[config.mk]
export PLATFORM = sky130hd
export DESIGN_NAME = alu_issue_stage
export DESIGN_NICKNAME = d
export VERILOG_FILES = /design/src/rtl/alu_issue_stage.sv
export SDC_FILE = /design/constraint.sdc
export NUM_CORES = 1
export LEC_CHECK = 0
export ABC_AREA = 1
export CAP_MARGIN = 20
export CORE_ASPECT_RATIO = 0.5
export CORE_UTILIZATION = 30
export CTS_CLUSTER_SIZE = 20
export DETAILED_ROUTE_END_ITERATION = 7
export PLACE_DENSITY_LB_ADDON = 0.05
export SYNTH_ARGS = -nofsm -noshare
export SYNTH_HDL_FRONTEND = slang
export SYNTH_SLANG_ARGS = --single-unit
[constraint.sdc]
create_clock -name clk -period 6.05 [get_ports clk]
set_input_delay 1.815 -clock clk [delete_from_list [all_inputs] [get_ports clk]]
set_output_delay 1.815 -clock clk [all_outputs]
set_load 0.005 [all_outputs]
[src/rtl/alu_issue_stage.sv]
// alu_issue_stage: two-stage issue/resolve wrapper around an external combinational ALU.
// Stage A holds the accepted op and drives the ALU; stage B registers the resolved packet.
module alu_issue_stage #(
    parameter int unsigned XLEN = 32
) (
    input  logic            clk,
    input  logic            rst_n,
    input  logic            in_flush,
    input  logic            in_valid,
    output logic            in_ready,
    input  logic [6:0]      in_opcode,
    input  logic [2:0]      in_funct3,
    input  logic            in_funct7b5,
    input  logic [XLEN-1:0] in_rs1,
    input  logic [XLEN-1:0] in_rs2,
    input  logic [XLEN-1:0] in_imm,
    input  logic [XLEN-1:0] in_pc,
    input  logic [4:0]      in_rd,
    output logic [XLEN-1:0] alu_in1,
    output logic [XLEN-1:0] alu_in2,
    output logic [3:0]      alu_funsel,
    input  logic [XLEN-1:0] alu_out,
    input  logic [2:0]      alu_zero,
    output logic            out_valid,
    input  logic            out_ready,
    output logic [XLEN-1:0] out_result,
    output logic [4:0]      out_rd,
    output logic            out_we,
    output logic            out_taken,
    output logic [XLEN-1:0] out_target,
    output logic            out_illegal
);

    localparam logic [6:0] OpcOp     = 7'b0110011;
    localparam logic [6:0] OpcOpImm  = 7'b0010011;
    localparam logic [6:0] OpcLui    = 7'b0110111;
    localparam logic [6:0] OpcAuipc  = 7'b0010111;
    localparam logic [6:0] OpcJal    = 7'b1101111;
    localparam logic [6:0] OpcJalr   = 7'b1100111;
    localparam logic [6:0] OpcBranch = 7'b1100011;

    localparam logic [3:0] FnAnd  = 4'b0000;
    localparam logic [3:0] FnOr   = 4'b0001;
    localparam logic [3:0] FnAdd  = 4'b0010;
    localparam logic [3:0] FnSub  = 4'b0110;
    localparam logic [3:0] FnSlt  = 4'b0111;
    localparam logic [3:0] FnSltu = 4'b1000;
    localparam logic [3:0] FnSll  = 4'b1001;
    localparam logic [3:0] FnSr   = 4'b1011;
    localparam logic [3:0] FnXor  = 4'b1100;

    localparam logic [2:0] CmpLess  = 3'b100;
    localparam logic [2:0] CmpEqual = 3'b010;

    logic            a_valid_q;
    logic [6:0]      a_opcode_q;
    logic [2:0]      a_funct3_q;
    logic            a_funct7b5_q;
    logic [XLEN-1:0] a_rs1_q, a_rs2_q, a_imm_q, a_pc_q;
    logic [4:0]      a_rd_q;
    logic            b_valid_q;
    logic            b_can_take;

    logic dec_illegal, dec_wb, dec_cmp, dec_sra, dec_branch, dec_jal, dec_jalr;
    logic [XLEN-1:0] res_result, res_target;
    logic            res_we, res_taken;

    assign b_can_take = !b_valid_q || out_ready;
    assign in_ready   = !a_valid_q || b_can_take;
    assign out_valid  = b_valid_q;

    // Stage A: accept a new op whenever the slot is free or draining into stage B.
    always_ff @(posedge clk or negedge rst_n) begin
        if (!rst_n) begin
            a_valid_q    <= 1'b0;
            a_opcode_q   <= '0;
            a_funct3_q   <= '0;
            a_funct7b5_q <= 1'b0;
            a_rs1_q      <= '0;
            a_rs2_q      <= '0;
            a_imm_q      <= '0;
            a_pc_q       <= '0;
            a_rd_q       <= '0;
        end else if (in_flush) begin
            a_valid_q <= 1'b0;
        end else if (in_ready) begin
            a_valid_q <= in_valid;
            if (in_valid) begin
                a_opcode_q   <= in_opcode;
                a_funct3_q   <= in_funct3;
                a_funct7b5_q <= in_funct7b5;
                a_rs1_q      <= in_rs1;
                a_rs2_q      <= in_rs2;
                a_imm_q      <= in_imm;
                a_pc_q       <= in_pc;
                a_rd_q       <= in_rd;
            end
        end
    end

    // Decode stage A into ALU operands/function and per-class flags; depends only on A registers.
    always_comb begin
        alu_in1     = '0;
        alu_in2     = '0;
        alu_funsel  = FnAnd;
        dec_illegal = 1'b0;
        dec_wb      = 1'b0;
        dec_cmp     = 1'b0;
        dec_sra     = 1'b0;
        dec_branch  = 1'b0;
        dec_jal     = 1'b0;
        dec_jalr    = 1'b0;
        if (a_valid_q) begin
            case (a_opcode_q)
                OpcOp, OpcOpImm: begin
                    dec_wb  = 1'b1;
                    alu_in1 = a_rs1_q;
                    alu_in2 = (a_opcode_q == OpcOp) ? a_rs2_q : a_imm_q;
                    case (a_funct3_q)
                        3'b000: alu_funsel = (a_opcode_q == OpcOp && a_funct7b5_q) ? FnSub : FnAdd;
                        3'b001: begin
                            alu_funsel  = FnSll;
                            alu_in2     = {{(XLEN-5){1'b0}}, alu_in2[4:0]};
                            dec_illegal = a_funct7b5_q;
                        end
                        3'b010: begin alu_funsel = FnSlt;  dec_cmp = 1'b1; end
                        3'b011: begin alu_funsel = FnSltu; dec_cmp = 1'b1; end
                        3'b100: alu_funsel = FnXor;
                        3'b101: begin
                            // ALU shifts logically; arithmetic fill is patched in on resolve
                            alu_funsel = FnSr;
                            alu_in2    = {{(XLEN-5){1'b0}}, alu_in2[4:0]};
                            dec_sra    = a_funct7b5_q;
                        end
                        3'b110: alu_funsel = FnOr;
                        default: alu_funsel = FnAnd;
                    endcase
                    // instr[30] in OP only qualifies SUB and SRA
                    if (a_opcode_q == OpcOp && a_funct7b5_q &&
                        a_funct3_q != 3'b000 && a_funct3_q != 3'b101) begin
                        dec_illegal = 1'b1;
                    end
                end
                OpcLui: begin
                    dec_wb = 1'b1; alu_in2 = a_imm_q; alu_funsel = FnAdd;
                end
                OpcAuipc: begin
                    dec_wb = 1'b1; alu_in1 = a_pc_q; alu_in2 = a_imm_q; alu_funsel = FnAdd;
                end
                OpcJal: begin
                    dec_wb = 1'b1; dec_jal = 1'b1;
                    alu_in1 = a_pc_q; alu_in2 = a_imm_q; alu_funsel = FnAdd;
                end
                OpcJalr: begin
                    dec_wb = 1'b1; dec_jalr = 1'b1;
                    alu_in1 = a_rs1_q; alu_in2 = a_imm_q; alu_funsel = FnAdd;
                    dec_illegal = (a_funct3_q != 3'b000);
                end
                OpcBranch: begin
                    dec_branch = 1'b1;
                    alu_in1    = a_rs1_q;
                    alu_in2    = a_rs2_q;
                    alu_funsel = a_funct3_q[1] ? FnSltu : FnSlt;
                    dec_illegal = (a_funct3_q == 3'b010 || a_funct3_q == 3'b011);
                end
                default: dec_illegal = 1'b1;
            endcase
            if (dec_illegal) begin
                alu_in1    = '0;
                alu_in2    = '0;
                alu_funsel = FnAnd;
            end
        end
    end

    // Resolve the ALU response into the writeback/branch packet.
    always_comb begin
        res_result = '0;
        res_target = '0;
        res_we     = 1'b0;
        res_taken  = 1'b0;
        if (a_valid_q && !dec_illegal) begin
            res_we = dec_wb && (a_rd_q != 5'd0);
            if (dec_branch) begin
                res_target = a_pc_q + a_imm_q;
                case (a_funct3_q)
                    3'b000:          res_taken = (alu_zero == CmpEqual);
                    3'b001:          res_taken = (alu_zero != CmpEqual);
                    3'b100, 3'b110:  res_taken = (alu_zero == CmpLess);
                    default:         res_taken = (alu_zero != CmpLess);
                endcase
            end else if (dec_jal || dec_jalr) begin
                res_taken  = 1'b1;
                res_target = dec_jal ? (a_pc_q + a_imm_q) : (alu_out & ~{{(XLEN-1){1'b0}}, 1'b1});
                res_result = a_pc_q + 32'd4;
            end else if (dec_cmp) begin
                res_result = {{(XLEN-1){1'b0}}, (alu_zero == CmpLess)};
            end else if (dec_sra) begin
                res_result = alu_out | (a_rs1_q[XLEN-1] ? ~({XLEN{1'b1}} >> alu_in2[4:0]) : '0);
            end else begin
                res_result = alu_out;
            end
        end
    end

    // Stage B: capture the resolved packet; hold it while the consumer stalls.
    always_ff @(posedge clk or negedge rst_n) begin
        if (!rst_n) begin
            b_valid_q   <= 1'b0;
            out_result  <= '0;
            out_rd      <= '0;
            out_we      <= 1'b0;
            out_taken   <= 1'b0;
            out_target  <= '0;
            out_illegal <= 1'b0;
        end else if (in_flush) begin
            b_valid_q <= 1'b0;
        end else if (b_can_take) begin
            b_valid_q <= a_valid_q;
            if (a_valid_q) begin
                out_result  <= res_result;
                out_rd      <= a_rd_q;
                out_we      <= res_we;
                out_taken   <= res_taken;
                out_target  <= res_target;
                out_illegal <= dec_illegal;
            end
        end
    end

endmodule

==> key figures, run 1 <==
Global routing
  – Vias in the first global route: between 10000 and 15000
  – Initial antenna violation count: 1
  – Total congestion overflow: 0
  – Largest net degree at the start of global routing: 90
  – First-pass GRT wire length: approximately 80000 um
  – Total global routing track utilization: about a quarter

Routing
  – Routed via count: ~13000
  – Routed Antenna Nets: 0
  – Avg WL per Cell: roughly 21 um
  – DR vias/cell: ~5
  – Total wire length: about 54000 um
  – Drt drc: 0
  – Initial drt markers: just over 1000
  – Initial DRT Pass Iterations: 5

Clock tree
  – Clk buf depth: 3
  – Root Driver: clkbuf_16
  – H-Tree Level Count: 1
  – Clock sink count: between 200 and 250
  – Number of setup buffers added after CTS: 0
  – CTS Buf Count: 23
  – Clk slew on worst S/H paths: 0.07 ns
  – Hold_buf cts: 0
  – CTS tree: built
  – Post-CTS Resized: 0
  – Skew-Pair Late Insertion Delay: roughly 0.56 ns

STA
  – Slew Limit Fails: 0
  – Final Skew: roughly 0.030 ns
  – RSZ-0062 raised after global routing: false
  – Final setup fails: 0
  – Tmin final: between 5 and 6 ns
  – Worst setup margin: 0.601 ns
  – Post-route clock period utilization: 90.1%
  – Final hold violation count: 0
  – Setup TNS: 0 ns
  – Slew @ Worst Pin: ~1.1 ns
  – Slew headroom: about 27%
  – FMAX: between 150 and 200 MHz

Yosys
  – Post-synthesis register bit count: ~220
  – Avg Synthesized Cell Area: between 7 and 8 um^2
  – Post-Synth XOR/XNOR Area: 1.31%
  – Adder-Cell Fraction of Synth Area: under 10%
  – Commonest register cell after synthesis: dfrtp_1
  – Synth cell count leaders: nand2_1 (399), dfrtp_1 (218), nor2_1 (177)
  – Largest cells by area after synthesis: dfrtp_1 (41%), nand2_1 (11%), mux2_2 (8.2%)
  – Post-synth cell types: 52
  – Mux contribution to synthesized area: under 10%
  – Simple-Gate Fraction of Synth Area: ~26%
  – Main combinational cell family by area after synthesis: simple AND/OR/NAND/NOR gates
  – Sequential share of the synthesized area: between 40% and 50%
  – Synthesized area: around 13000 um^2
  – Count leader, synth: nand2_1
  – Async SR Flop Fraction: 100%
  – Post-synth EDFFs: 0
  – Post-Syn Instances: between 1500 and 2000
  – Largest area contributor in the netlist: dfrtp_1
  – Yosys warns: 0
  – Share of the synthesized area in the top cell type: about two fifths
  – Synthesized Nets: between 1500 and 2000
  – Post-synthesis compound-gate area fraction: 15.0%

Placement
  – IO buf count: 325
  – Placed cell area: ~17000 um^2
  – DP Cell Count: approximately 2600
  – DP Worst Slack: between 1 and 1.5 ns
  – GPL Wtd Cong: between 0.9 and 1
  – Dpl hpwl: 42600 um

Setup path
  – Critical Path RT: about 4.2 ns
  – Worst setup path startpoint: a_funct3_q[0]$_DFFE_PN0P_
  – Crit-path cells: inv_1 > nor2_1 > nand2_1 > a21oi_4 > nor2_8 > nand2_2 > buf_4 > nor2_1 > clkdlybuf4s50_1
  – WP data arrival: around 3.6 ns
  – Cell family with most CP delay: simple AND/OR/NAND/NOR gates
  – Critical-path maximum fanout: 35
  – Setup crit end kind: output port
  – Crit path kind: reg2out
  – CP dominant cell by count: nor2_1
  – Slowest cell on the critical path: nand2_2
  – Worst Path Buf+Inv: 3
  – Startpoint Class: register
  – Worst R2R Start: a_valid_q$_DFFE_PN0P_
  – Slowest stage delay, CP: 0.59 ns

Layout
  – Design area: approximately 18000 um^2
  – Layout Cells excl Fill: roughly 2600
  – Nets: around 2200
  – Area growth, synth to finish: 34.7%
  – Layout cells sized above 1: between 10% and 20%
  – Fillcell total: between 4000 and 5000
  – ANT cells: 0

Job
  – Max-cap viol count: 0

Die
  – Chip width: 301 um
  – Row cnt: between 50 and 60
  – Initial core utilization: 30.6%
  – IO Count: ~330
  – DIE HEIGHT: roughly 150 um
  – Die ar.: between 40000 and 50000 um^2
  – Core area: between 40000 and 50000 um^2

Power
  – Leakage Power: 0.00793 uW
  – Pwr per Cell Area: 249 nW/um^2
  – Maximum VDD drop: 182 uV

Run status
  – Run status: finished, final reports clean

Hold path
  – Worst hold start: out_result[5]$_DFFE_PN0P_
  – Worst Hold Class: reg2reg
-- stage by stage --
step	utilization (%)	hold slack, ns	power [uW]
2_1_floorplan	-	0.472	2490
3_3_place_gp	39.5	0.462	3020
3_5_place_dp	39.5	0.464	3020
4_1_cts	41.2	0.479	4530
5_1_grt	41.2	0.483	4750
6_report	41.2	0.478	4490
-- layer usage --
metal  vias to the layer above  GRT usage [%]  part of all wire (%)  wire length [um]
met1                      6321           32.8                    47             25300
li1                       6291              -                     -                 -
met3                        72           4.33                   6.1              3290
met4                         0           5.99                   2.5              1320
met2                       366           37.1                    45             24100
met5                         -              0                     0                 0
-- cell type report --
class                   instances  area, um^2  area share [%]
clock buffers                  26         607            3.36
clock inverters                15         136           0.756
inverters                     137         517            2.86
multi-input cells            1274        7170            39.7
flip-flops and latches        218        5460            30.2
well taps                     588         736            4.08
repair buffers                343        3430            19.0
-- power breakdown --
group | internal [uW] | switching, uW | leakage [uW] | total (uW)
clock | 810 | 671 | 0.000367 | 1480
sequential | 1620 | 181 | 0.00266 | 1800
combinational | 503 | 704 | 0.00490 | 1210
total | 2930 | 1560 | 0.00793 | 4490
-- kinds of logic (layout without fill, tap and decap cells) --
group | after synthesis | after routing
and+or+nand+nor | 764 | 764
DFF | 218 | 218
muxes | 97 | 97
AOI/OAI and AO/OA | 360 | 360
xor gates and xnor gates | 20 | 20
adders and majority gates | 33 | 33
buffers and inverters | 203 | 521
-- worst register-to-register path, delay by kind of cell, from the launching register on --
kind	cells	cell delay, ns
AOI/OAI and AO/OA	2	0.65
buffers and inverters	3	1.19
and+or+nand+nor	2	1.14
DFF	1	0.78
-- sequential cells by signal, summed over array words and instances, names as in the netlist, 3 cells and up --
register and cells:
a_rs1_q 32, a_pc_q 32, out_result 32, a_rs2_q 32, a_funct3_q 3, out_target 32
a_rd_q 5, out_rd 5, a_imm_q 32, a_opcode_q 7
-- worst paths after layout --
check | endpoint | slack [ns] | depth (start not counted)
min in group asynchronous | a_rs2_q[21]$_DFFE_PN0P_ | 1.22 | 1
setup / recovery | alu_in2[11] | 0.60 | 9
max in group asynchronous | out_target[24]$_DFFE_PN0P_ | 3.66 | 2
hold / removal | out_result[5]$_DFFE_PN0P_ | 0.48 | 2
hold reg to reg | out_result[5]$_DFFE_PN0P_ | 0.48 | 2
setup reg to reg | out_target[2]$_DFFE_PN0P_ | 2.16 | 7
-- cells in the final DEF (no fill, tap or decap), types with 23 or more instances in the layout --
cell             netlist  routed
or2_2                 34      34
ha_1                  32      32
a22oi_1               27      27
mux2_2                97      97
nand2_1              399     396
a21oi_1              167     166
inv_1                121     121
nand3_1               74      74
clkbuf_16              0      23
dfrtp_1              218     218
nor2_1               177     177
o21ai_0              109     108
clkdlybuf4s50_1        0     324
Power figures use the tool's default switching activity.
==> run 2, diff against run 1 <==
MAX_ROUTING_LAYER = met4   (was unset)
==> run 2 against run 1 <==
  * Clock power grew 15%
  * First-iteration DRC count shrank 7.2%
  * Core utilization grew 0.39 points
  * Sequential power is essentially flat
  * Combinational power is essentially flat
==> key figures, run 2 (synthesized netlist as in run 1, its figures left out) <==
Setup path
  – Critical-path maximum fanout: 35 (unchanged)
  – WP data arrival: 3.72 ns (was 3.63 ns)
  – Critical Path RT: 4.24 ns (about the same)
  – Crit path kind: reg2out (unchanged)
  – Startpoint Class: register (unchanged)
  – Setup crit end kind: output port (unchanged)

Die
  – Chip width: 301 um (unchanged)
  – Die ar.: 45600 um^2 (unchanged)
  – IO Count: 326 (unchanged)
  – Initial core utilization: 30.6% (unchanged)
  – Row cnt: 54 (unchanged)
  – Core area: 43800 um^2 (unchanged)
  – DIE HEIGHT: 151 um (unchanged)

STA
  – FMAX: 181 MHz (was 184 MHz)
  – Slew headroom: 35.3% (was 27.2%)
  – Worst setup margin: 0.520 ns (was 0.601 ns)
  – Final setup fails: 0 (unchanged)
  – Tmin final: 5.53 ns (was 5.45 ns)
  – Final Skew: 0.0169 ns (was 0.0298 ns)
  – Slew @ Worst Pin: 0.971 ns (was 1.09 ns)
  – Setup TNS: 0 ns (unchanged)
  – Post-route clock period utilization: 91.4% (was 90.1%)
  – Slew Limit Fails: 0 (unchanged)
  – Final hold violation count: 0 (unchanged)
  – RSZ-0062 raised after global routing: false (unchanged)

Clock tree
  – Hold_buf cts: 0 (unchanged)
  – Number of setup buffers added after CTS: 0 (unchanged)
  – Clock sink count: 218 (unchanged)
  – H-Tree Level Count: 1 (unchanged)
  – Post-CTS Resized: 0 (unchanged)
  – CTS Buf Count: 24 (was 23)
  – CTS tree: built (unchanged)
  – Clk buf depth: 3 (unchanged)
  – Clk slew on worst S/H paths: 0.07 ns (about the same)
  – Root Driver: clkbuf_16 (unchanged)
  – Skew-Pair Late Insertion Delay: 0.55 ns (was 0.56 ns)

Routing
  – DR vias/cell: 5.02 (about the same)
  – Routed Antenna Nets: 0 (unchanged)
  – Routed via count: 13100 (about the same)
  – Avg WL per Cell: 20.7 um (about the same)
  – Drt drc: 0 (unchanged)
  – Initial DRT Pass Iterations: 5 (unchanged)
  – Total wire length: 54100 um (was 53900 um)
  – Initial drt markers: 948 (was 1022)

Global routing
  – Initial antenna violation count: 1 (unchanged)
  – Vias in the first global route: 12900 (was 13000)
  – Largest net degree at the start of global routing: 89 (was 90)
  – Total congestion overflow: 0 (unchanged)
  – Total global routing track utilization: 24.2% (was 23.4%)
  – First-pass GRT wire length: 80400 um (was 79800 um)

Job
  – Max-cap viol count: 0 (unchanged)

Run status
  – Run status: finished, final reports clean (unchanged)

Layout
  – Area growth, synth to finish: 36.0% (was 34.7%)
  – Layout Cells excl Fill: 2606 (was 2601)
  – Most frequent cells in the layout: nand2_1 (396), clkdlybuf4s50_1 (324), dfrtp_1 (218), nor2_1 (177), a21oi_1 (166) (unchanged)
  – Commonest non-fill, non-tap cell in the layout: nand2_1 (unchanged)
  – Layout cells sized above 1: 12.8% (was 12.6%)
  – Nets: 2216 (was 2214)

Power
  – Comb power frac: 25.7% (was 26.9%)
  – Pwr per Cell Area: 259 nW/um^2 (was 249 nW/um^2)
  – Leakage Power: 0.00801 uW (was 0.00793 uW)
  – Pwr Total: 4710 uW (was 4490 uW)
  – Flop pwr share: 38.2% (was 40.2%)
  – Switching share of total power: 33.2% (was 34.7%)
  – Maximum VDD drop: 194 uV (was 182 uV)
  – Clock power frac: 36.0% (was 33.0%)
  – P_sw: 1570 uW (was 1560 uW)
  – Int Power: 3150 uW (was 2930 uW)

Placement
  – GPL Wtd Cong: 0.947 (was 0.925)
  – Dpl hpwl: 42800 um (was 42600 um)
  – IO buf count: 325 (unchanged)
  – DP Cell Count: 2561 (was 2560)
  – DP Worst Slack: 1.08 ns (was 1.10 ns)

Hold path
  – Worst Hold Class: reg2reg (unchanged)
[run 2: area by class of cell]
type	count	area, um^2
Fill cell	4578	25600
Antenna cell	1	2.50
Clock inverter	10	164
Inverter	137	517
Multi-Input combinational cell	1274	7170
Tap cell	588	736
Timing Repair Buffer	344	3440
Sequential cell	218	5460
Clock buffer	34	739
[run 2: power groups by stage]
stage                     Combinational [uW]  Clock (uW)  Sequential [uW]
final                                   1210        1700             1800
after global routing                    1340        1800             1820
after CTS                               1210        1740             1800
after detailed placement                1200           0             1830
after global placement                  1200           0             1830
after floorplan                          744           0             1740
[run 2: worst paths after layout]
kind / cells past startpoint / startpoint / slack [ns] / endpoint
min: 2 / out_result[12]$_DFFE_PN0P_ / 0.48 / out_result[12]$_DFFE_PN0P_
max: 9 / a_funct3_q[0]$_DFFE_PN0P_ / 0.52 / alu_in2[18]
min in group asynchronous: 1 / rst_n / 1.22 / a_rs2_q[21]$_DFFE_PN0P_
max reg2reg: 12 / a_pc_q[0]$_DFFE_PN0P_ / 2.69 / out_target[30]$_DFFE_PN0P_
max in group asynchronous: 2 / rst_n / 3.68 / a_pc_q[12]$_DFFE_PN0P_
min reg2reg: 2 / out_result[12]$_DFFE_PN0P_ / 0.48 / out_result[12]$_DFFE_PN0P_
[run 2: metrics by stage]
stage	instance area, um^2	hold slack (ns)	utilization, %
after floorplan	13400	0.472	-
after global placement	17300	0.461	39.5
after detailed placement	17300	0.465	39.5
after CTS	18200	0.482	41.6
final	18200	0.480	41.6
after global routing	18200	0.499	41.6
[run 2: per-layer routing]
metal / share of wire, % / track usage (%) / up-vias
li1: - / - / 6293
met1: 47 / 33.5 / 6422
met2: 45 / 37.5 / 328
met3: 6.4 / 4.48 / 51
met4: 1.4 / 3.65 / 0
met5: 0 / - / -
[run 2: worst max-delay path, cell delays in order (launching register included)]
cell and delay, ns:
dfrtp_1 0.44, inv_1 0.10, nor2_1 0.38, nand2_1 0.24, a21oi_4 0.26, nor2_8 0.10
nand2_2 0.61, buf_4 0.43, nor2_1 0.10, clkdlybuf4s50_1 0.45
